**config.mk**
```make
export PLATFORM = sky130hd
export DESIGN_NAME = led_pattern_seq
export DESIGN_NICKNAME = d
export VERILOG_FILES = /design/src/rtl/led_pattern_seq.sv
export SDC_FILE = /design/constraint.sdc
export NUM_CORES = 1
export LEC_CHECK = 0
export ABC_CLOCK_PERIOD_IN_PS = 4390
export BUFFER_PORTS_ARGS = -buffer_cell sky130_fd_sc_hd__buf_4
export CORE_MARGIN = 3
export CORE_UTILIZATION = 57
export CTS_CLUSTER_DIAMETER = 150
export CTS_CLUSTER_SIZE = 14
export DETAILED_ROUTE_END_ITERATION = 6
export PLACE_DENSITY_LB_ADDON = 0.1
export SKIP_CTS_REPAIR_TIMING = 1
export SLEW_MARGIN = 10
export SYNTH_ARGS = -nofsm -noshare
export SYNTH_HDL_FRONTEND = slang
export SYNTH_SLANG_ARGS = --single-unit
export TNS_END_PERCENT = 5
```
**constraint.sdc**
```tcl
create_clock -name clk -period 4.39 [get_ports clk]
set_clock_uncertainty 0.05 [all_clocks]
set_input_delay 1.317 -clock clk [delete_from_list [all_inputs] [get_ports clk]]
set_output_delay 1.317 -clock clk [all_outputs]
set_load 0.03 [all_outputs]
```
**src/rtl/led_pattern_seq.sv**
```systemverilog
// ---------------------------------------------------------------------------
// led_pattern_seq
//   LED pattern sequencer for the lab display LED bank. A prescaler divides
//   clk down to a step rate. On every step the LED pattern advances according
//   to the selected mode: bounce, rotate right, rotate left or fill.
//
//   Optional build macro LED_PWM_DIM_EN adds a 4-bit brightness input. The
//   LED bank is then gated by a free-running 16-cycle PWM.
//
// Parameters
//   WIDTH  number of LEDs (2..32)
//   DIV_W  prescaler reload/counter width
//
// Ports
//   clk     system clock
//   reset   asynchronous, active-high reset
//   en      run enable; low freezes prescaler and pattern
//   mode    00 bounce, 01 rotate right, 10 rotate left, 11 fill
//   div     prescaler terminal count; one step every div+1 cycles
//   bright  (LED_PWM_DIM_EN only) PWM duty, bright/16
//   led     LED drive, bit WIDTH-1 = leftmost LED
//   dir     bounce direction, 0 = toward LSB, 1 = toward MSB
//   step    one-cycle pulse on every pattern update
//   wrap    one-cycle pulse on end-of-sweep, coincident with step
// ---------------------------------------------------------------------------
module led_pattern_seq #(
   parameter int WIDTH = 8,
   parameter int DIV_W = 24
) (
   input  logic             clk,
   input  logic             reset,
   input  logic             en,
   input  logic [1:0]       mode,
   input  logic [DIV_W-1:0] div,
`ifdef LED_PWM_DIM_EN
   input  logic [3:0]       bright,
`endif
   output logic [WIDTH-1:0] led,
   output logic             dir,
   output logic             step,
   output logic             wrap
);

   generate
      if (WIDTH < 2 || WIDTH > 32) begin : g_width_check
         $error("led_pattern_seq: WIDTH must be in 2..32");
      end
   endgenerate

   typedef enum logic [1:0] {
      MODE_BOUNCE = 2'b00,
      MODE_ROT_R  = 2'b01,
      MODE_ROT_L  = 2'b10,
      MODE_FILL   = 2'b11
   } mode_e;

   localparam logic [WIDTH-1:0] LED_MSB = {1'b1, {(WIDTH-1){1'b0}}};

   logic [DIV_W-1:0] cnt, cnt_nxt;
   logic [WIDTH-1:0] led_q, led_nxt;
   logic [WIDTH-1:0] led_inv;
   logic             dir_nxt, wrap_nxt;
   logic             tick;
   logic             therm_ok, legal;

   // A thermometer from the MSB inverts to a run of ones from the LSB
   // (possibly empty or full). Such a value has no bit set in common with
   // itself plus one.
   assign led_inv  = ~led_q;
   assign therm_ok = ((led_inv & (led_inv + WIDTH'(1))) == '0);
   assign legal    = (mode_e'(mode) == MODE_FILL) ? therm_ok : $onehot(led_q);

   always_comb begin
      cnt_nxt  = cnt;
      led_nxt  = led_q;
      dir_nxt  = dir;
      wrap_nxt = 1'b0;
      tick     = 1'b0;

      if (en) begin
         // Exact compare only. If div drops below cnt, cnt runs on to
         // all-ones and wraps to 0 before it matches again.
         if (cnt == div) begin
            cnt_nxt = '0;
            tick    = 1'b1;
         end else begin
            cnt_nxt = cnt + DIV_W'(1);
         end
      end

      if (tick) begin
         if (!legal) begin
            // Recovers from reset, from a mid-run mode change or from any
            // corrupted pattern.
            led_nxt = LED_MSB;
            dir_nxt = 1'b0;
         end else begin
            case (mode_e'(mode))
               MODE_BOUNCE: begin
                  if (!dir && led_q[0]) begin
                     dir_nxt  = 1'b1;
                     led_nxt  = led_q << 1;
                     wrap_nxt = 1'b1;
                  end else if (dir && led_q[WIDTH-1]) begin
                     dir_nxt  = 1'b0;
                     led_nxt  = led_q >> 1;
                     wrap_nxt = 1'b1;
                  end else if (dir) begin
                     led_nxt = led_q << 1;
                  end else begin
                     led_nxt = led_q >> 1;
                  end
               end
               MODE_ROT_R: begin
                  led_nxt  = {led_q[0], led_q[WIDTH-1:1]};
                  wrap_nxt = led_q[0];
                  dir_nxt  = 1'b0;
               end
               MODE_ROT_L: begin
                  led_nxt  = {led_q[WIDTH-2:0], led_q[WIDTH-1]};
                  wrap_nxt = led_q[WIDTH-1];
                  dir_nxt  = 1'b1;
               end
               default: begin
                  if (&led_q) begin
                     led_nxt  = '0;
                     wrap_nxt = 1'b1;
                  end else begin
                     led_nxt = {1'b1, led_q[WIDTH-1:1]};
                  end
                  dir_nxt = 1'b0;
               end
            endcase
         end
      end
   end

   always_ff @(posedge clk or posedge reset) begin
      if (reset) begin
         cnt   <= '0;
         led_q <= '0;
         dir   <= 1'b0;
         step  <= 1'b0;
         wrap  <= 1'b0;
      end else begin
         cnt   <= cnt_nxt;
         led_q <= led_nxt;
         dir   <= dir_nxt;
         step  <= tick;
         wrap  <= wrap_nxt;
      end
   end

`ifdef LED_PWM_DIM_EN
   logic [3:0]       pwm;
   logic [3:0]       pwm_nxt;
   logic [WIDTH-1:0] led_dim;

   assign pwm_nxt = pwm + 4'd1;

   // The gate uses next-cycle values so the registered output lines up
   // with the led_q and pwm registers.
   always_ff @(posedge clk or posedge reset) begin
      if (reset) begin
         pwm     <= 4'd0;
         led_dim <= '0;
      end else begin
         pwm     <= pwm_nxt;
         led_dim <= led_nxt & {WIDTH{pwm_nxt < bright}};
      end
   end

   assign led = led_dim;
`else
   assign led = led_q;
`endif

endmodule

```
# Yosys cells after proc, flatten, opt, wreduce, memory -nomap -nowiden
# Index checks and enable logic that the tools add are counted.
# word_totals
register_bits	35
out_inout_bits	11
# classes
n_reduce_logical	7
add_sub_neg	9
n_eq_ne	6
muxes	20
bitwise	2
# op_table
cell	count
2-to-1 mux 8 bit	5
adder 24 x 1 -> 24 bit (second input constant)	1
equality test 24 bit	1
2-to-1 mux 24 bit	1
one-hot mux 8 bit (3 select lines)	1
2-to-1 mux 1 bit	11
adder 1 x 1 -> 2 bit	4
adder 8 x 1 -> 8 bit (second input constant)	1
AND 8 bit	1
logical NOT 8 bit	1
inverter 8 bit	1
AND reduction 8 bit	1
adder 2 x 2 -> 3 bit	2
adder 3 x 3 -> 4 bit	1
equality test 2 bit (second input constant)	2
equality test 4 x 1 -> 1 bit (second input constant)	1
!= test 4 bit (second input constant)	1
one-hot mux 1 bit (3 select lines)	1
equality test 2 x 1 -> 1 bit (second input constant)	1
logical AND 1 bit	2
logical NOT 2 bit	1
one-hot mux 1 bit (2 select lines)	1
AND reduction 2 bit	1
logical NOT 1 bit	1

# Depth between registers and ports, before layout
# depth
word_depth	7
mapped_depth	13
depth_no_buf	13

# Worst setup path after synthesis
# Ideal clock, no wire load.
# synth_timing
path_kind	register to register
startpoint	register led_q[0], in the netlist led[0]
endpoint	register wrap
slack_ns	0.192
stages_incl_launch_ff	14
synth_period_minus_slack_ns	4.198
arrival_time_ns	4.053
n_path_buf	0
required_time_ns	4.245
cell_sequence	dfrtp_1 -> inv_1 -> fa_1 -> fa_1 -> fa_1 -> inv_1 -> ha_1 -> inv_1 -> fa_1 -> a211oi_1 -> mux2i_1 -> a211oi_1 -> o211ai_2 -> nor4b_2
# synth_between
elab_chain_cells	7
elab_cells_between_ends	16
classes_between	add/sub (4); eq/ne (1); mux (6); bitwise (2); reduce/logical (3)
# synth_lines
item	line_no	source
start, declared	60	logic [WIDTH-1:0] led_q, led_nxt;
start signal, assigned	147	led_q <= led_nxt;
adder 1 x 1 -> 2 bit (not written as such) / inverter 8 bit (equally long branches)	71, 69	
adder 2 x 2 -> 3 bit (not written as such) / adder 8 x 1 -> 8 bit (equally long branches)	71, 70	
adder 3 x 3 -> 4 bit (not written as such) / AND 8 bit (equally long branches)	71, 70	
equality test 4 x 1 -> 1 bit / logical NOT 8 bit (equally long branches)	71, 70	
2-to-1 mux 1 bit	71	assign legal = (mode_e'(mode) == MODE_FILL) ? therm_ok : $onehot(led_q);
2-to-1 mux 1 bit (*)	92	if (!legal) begin
2-to-1 mux 1 bit (*)	91	if (tick) begin
named net wrap_nxt	62	logic dir_nxt, wrap_nxt;
end signal, assigned	150	wrap <= wrap_nxt;
end, declared	41	output logic wrap
# The timed path passes the listed nets; every way through them passes the cells marked *.
# A chain may end at the register's enable or synchronous reset.

# Final worst setup path
# layout_timing
startpoint	register led_q[1], in the netlist led[1]
endpoint	register wrap
# Same word-level chain as after synthesis.

==> results.py <==
metrics = {
    "floorplanning": {
        "placementRows": 23,
        "die_h_um": 71.6,
        "ios": 40,
        "initial_core_util_pct": 60.0,
        "die_area_um2": 5120,
        "die_w_um": 71.6,
        "coreArea_um2": 4090,
    },
    "cts": {
        "cts_tree": "done",
        "clkLatencyLatePin_ps": 290,
        "clkSlewWorstSetupHoldPaths_ps": 80,
        "cts_buffer_depth": 2,
        "htree_num_levels": 2,
        "cts_buffers": 5,
        "cts.sinks": 35,
        "root_buffer": "clkbuf_8",
    },
    "power_and_ir_drop": {
        "total_power_uw": 921,
        "p_per_area_nw_per_um2": 319,
        "pwr-share-clk_pct": 38.1,
        "p_sw_uw": 256,
        "ir_drop_v": 0.000400,
        "switching_share_pct": 27.8,
        "internal_power_uw": 665,
        "p_comb_share_pct": 18.2,
        "pwr-share-seq_pct": 43.7,
        "p_leak_uw": 0.00130,
    },
    "global_routing": {
        "antenna_found_initial": 0,
        "grt_pass1_wl_um": 9500,
        "grt_use_total_pct": 23.9,
        "grt_pass1_vias": 1975,
        "grt-ovfl-total": 0,
        "grt_max_degree": 34,
    },
    "timing": {
        "tns_ps": 0,
        "setup_viol_count_final": 0,
        "slew_headroom_pct": 56.3,
        "fin_crit_sh_pct": 91.9,
        "worst_pin_slew_ps": 651,
        "rsz0062_at_grt": "false",
        "finalMaxSlewViolations": 0,
        "fmax_mhz": 248,
        "period_minus_slack_ps": 4030,
        "fin_hold_ws_ps": 531,
        "hold_viol": 0,
    },
    "setup_path": {
        "timing.rr.end": "wrap",
        "end_kind": "register",
        "cp_data_required_time_ps": 4540,
        "rrSetupSlack_ps": 360,
        "crit_arrival_ps": 4180,
        "r2r_cells": 14,
        "crit_fanout": 7,
        "cp-start-kind": "register",
        "timing.rr.start": "led[1]",
        "critPathKind": "reg2reg",
    },
    "logic_synthesis": {
        "syn_inst": 259,
        "synthMuxAreaShare_pct": 1.84,
        "synth_edf_count": 0,
        "synthFlopType": "dfrtp_1",
        "ys_async_sr_fraction_pct": 100,
        "synth_top_area_cell": "dfrtp_1",
        "syn_area_um2": 2450,
        "synth_area_leaders": "dfrtp_1 36%, xnor2_1 13%, nor2_1 5.5%",
        "ys_ff_latch": 35,
        "synth_xor_xnor_area_share_pct": 16.8,
        "synth_top_family_by_area": "simple AND/OR/NAND/NOR gates",
        "ys_seq_area_share_pct": 35.7,
        "synth_compound_area_share_pct": 11.2,
        "yosysUniqueCellTypes": 44,
        "syn_area_per_cell_um2": 9.46,
        "yosysWarnings": 0,
        "synthAdderAreaFrac_pct": 6.84,
        "synth_simple_gate_area_share_pct": 21.7,
        "synthDominantCellAreaShare_pct": 35.7,
        "syn_nets": 299,
    },
    "place": {
        "gp_congestion": 0.855,
        "dp_cells": 341,
        "dp_hpwl_um": 4150,
        "port_buffers": 39,
    },
    "hold_path": {
        "hold_path_class": "reg2reg",
        "worstHoldStart": "cnt[23]",
        "min_to": "cnt[23]",
        "holdPathStages": 2,
    },
    "drt": {
        "drt_iter0_drc": 132,
        "dr.pass1.iters": 4,
        "vias_per_cell": 5.77,
        "post-route-drc-count": 0,
        "routedWlPerCell_um": 15.9,
        "num_vias": 2013,
        "ant_nets": 0,
        "wl_um": 5550,
    },
    "finish": {
        "nFillCells": 344,
        "final_util_pct": 70.6,
        "drive_gt1_share_pct": 20.7,
        "final_cells": 349,
        "finalNetCount": 338,
        "multi_input_area_um2": 1430,
        "seq_area_um2": 876,
        "antennaDiodeCount": 0,
        "syn2layout_area_growth_pct": 17.7,
    },
    "run": {
        "maxCapViolations": 0,
    },
    "run_status": {
        "status": "complete, no violations",
    },
}
[metrics by stage]
stage | setup WS [ps] | cell area, µm²
after floorplan | 192 | 2450
after global placement | 532 | 2750
after detailed placement | 354 | 2750
after CTS | 338 | 2890
after global routing | 36.5 | 2890
final | 356 | 2890
[layout make-up]
type | count | area share (%)
clock inverters | 3 | 2.34
inverters | 17 | 2.21
flip-flops and latches | 35 | 30.4
multi-input cells | 197 | 49.6
well taps | 50 | 2.17
repair buffers | 42 | 10.9
clock buffers | 5 | 2.39
[synthesized netlist by cell type (2+ instances only)]
library cell / number
nand2_1: 13
inv_1: 17
fa_1: 4
o211ai_2: 2
nor3b_1: 2
and2_1: 2
nor2_1: 36
xor2_1: 12
mux2i_1: 3
nand2b_1: 2
ha_1: 7
dfrtp_1: 35
nor4_1: 2
nand3_1: 11
o211ai_1: 3
or4_4: 2
and3_1: 3
o21ai_0: 7
and4_1: 2
a22oi_1: 4
nor3_1: 7
xnor2_1: 35
a31oi_1: 2
a211oi_1: 4
o22ai_1: 7
nand4_1: 9
clkbuf_1: 3
a21oi_1: 3
buf_6: 5
[power groups by stage]
stage	clock [µW]	sequential (µW)	combinational, µW
final	351	402	167
after global routing	372	410	187
after CTS	357	403	169
after detailed placement	0	409	165
after global placement	0	407	160
after floorplan	0	394	132
[critical path, stage by stage (launching register included)]
cell	delay, ps
dfrtp_1	450
inv_1	130
fa_1	490
fa_1	510
fa_1	400
inv_1	60
ha_1	160
inv_1	60
fa_1	370
a211oi_1	220
mux2i_1	110
a211oi_1	230
buf_4	180
o211ai_2	180
nor4b_2	330
[placed cells by master, fill, tap and decap left out, drive strengths merged, types with 2 or more instances in the layout]
cell / n
mux2i: 3
o21ai: 7
nor4: 3
ha: 7
fa: 4
and3: 3
buf: 42
clkbuf: 5
xor2: 12
and2: 3
nand4: 10
inv: 17
dfrtp: 35
a211oi: 4
a31oi: 2
nor3b: 2
nand2b: 2
nor2: 37
a21oi: 3
bufinv: 2
nand3: 11
nor3: 7
a22oi: 4
and4: 2
o211ai: 5
or4: 2
o22ai: 7
nand2: 13
xnor2: 35
[state kept, by name, indices dropped and copies added, names as in the netlist]
signal	flops
dir	1
wrap	1
cnt	24
step	1
led	8
[per-layer routing]
metal	wire [µm]	up-vias	GRT usage, %
met1	2570	977	33.0
li1	-	973	-
met5	0	-	0
met3	236	11	6.03
met4	84	0	7.10
met2	2660	52	37.3
[worst max-delay path by stage]
stage | start | end | slack [ps] | cells past startpoint
floorplan | led[0] | wrap | 190 | 13
global placement | led[1] | wrap | 530 | 14
detailed placement | led[1] | wrap | 350 | 14
CTS | led[1] | wrap | 340 | 14
global route | led[1] | wrap | 40 | 14
finish | led[1] | wrap | 360 | 14
[cell families (layout without fill, tap and decap cells)]
| logic type | after synthesis | after routing |
|---|---|---|
| mux | 4 | 4 |
| compound gates | 37 | 37 |
| simple gates | 98 | 98 |
| fa+ha+maj | 11 | 11 |
| buf+inv | 27 | 67 |
| xor+xnor | 47 | 47 |
| flops | 35 | 35 |
Power figures use the tool's default switching activity.
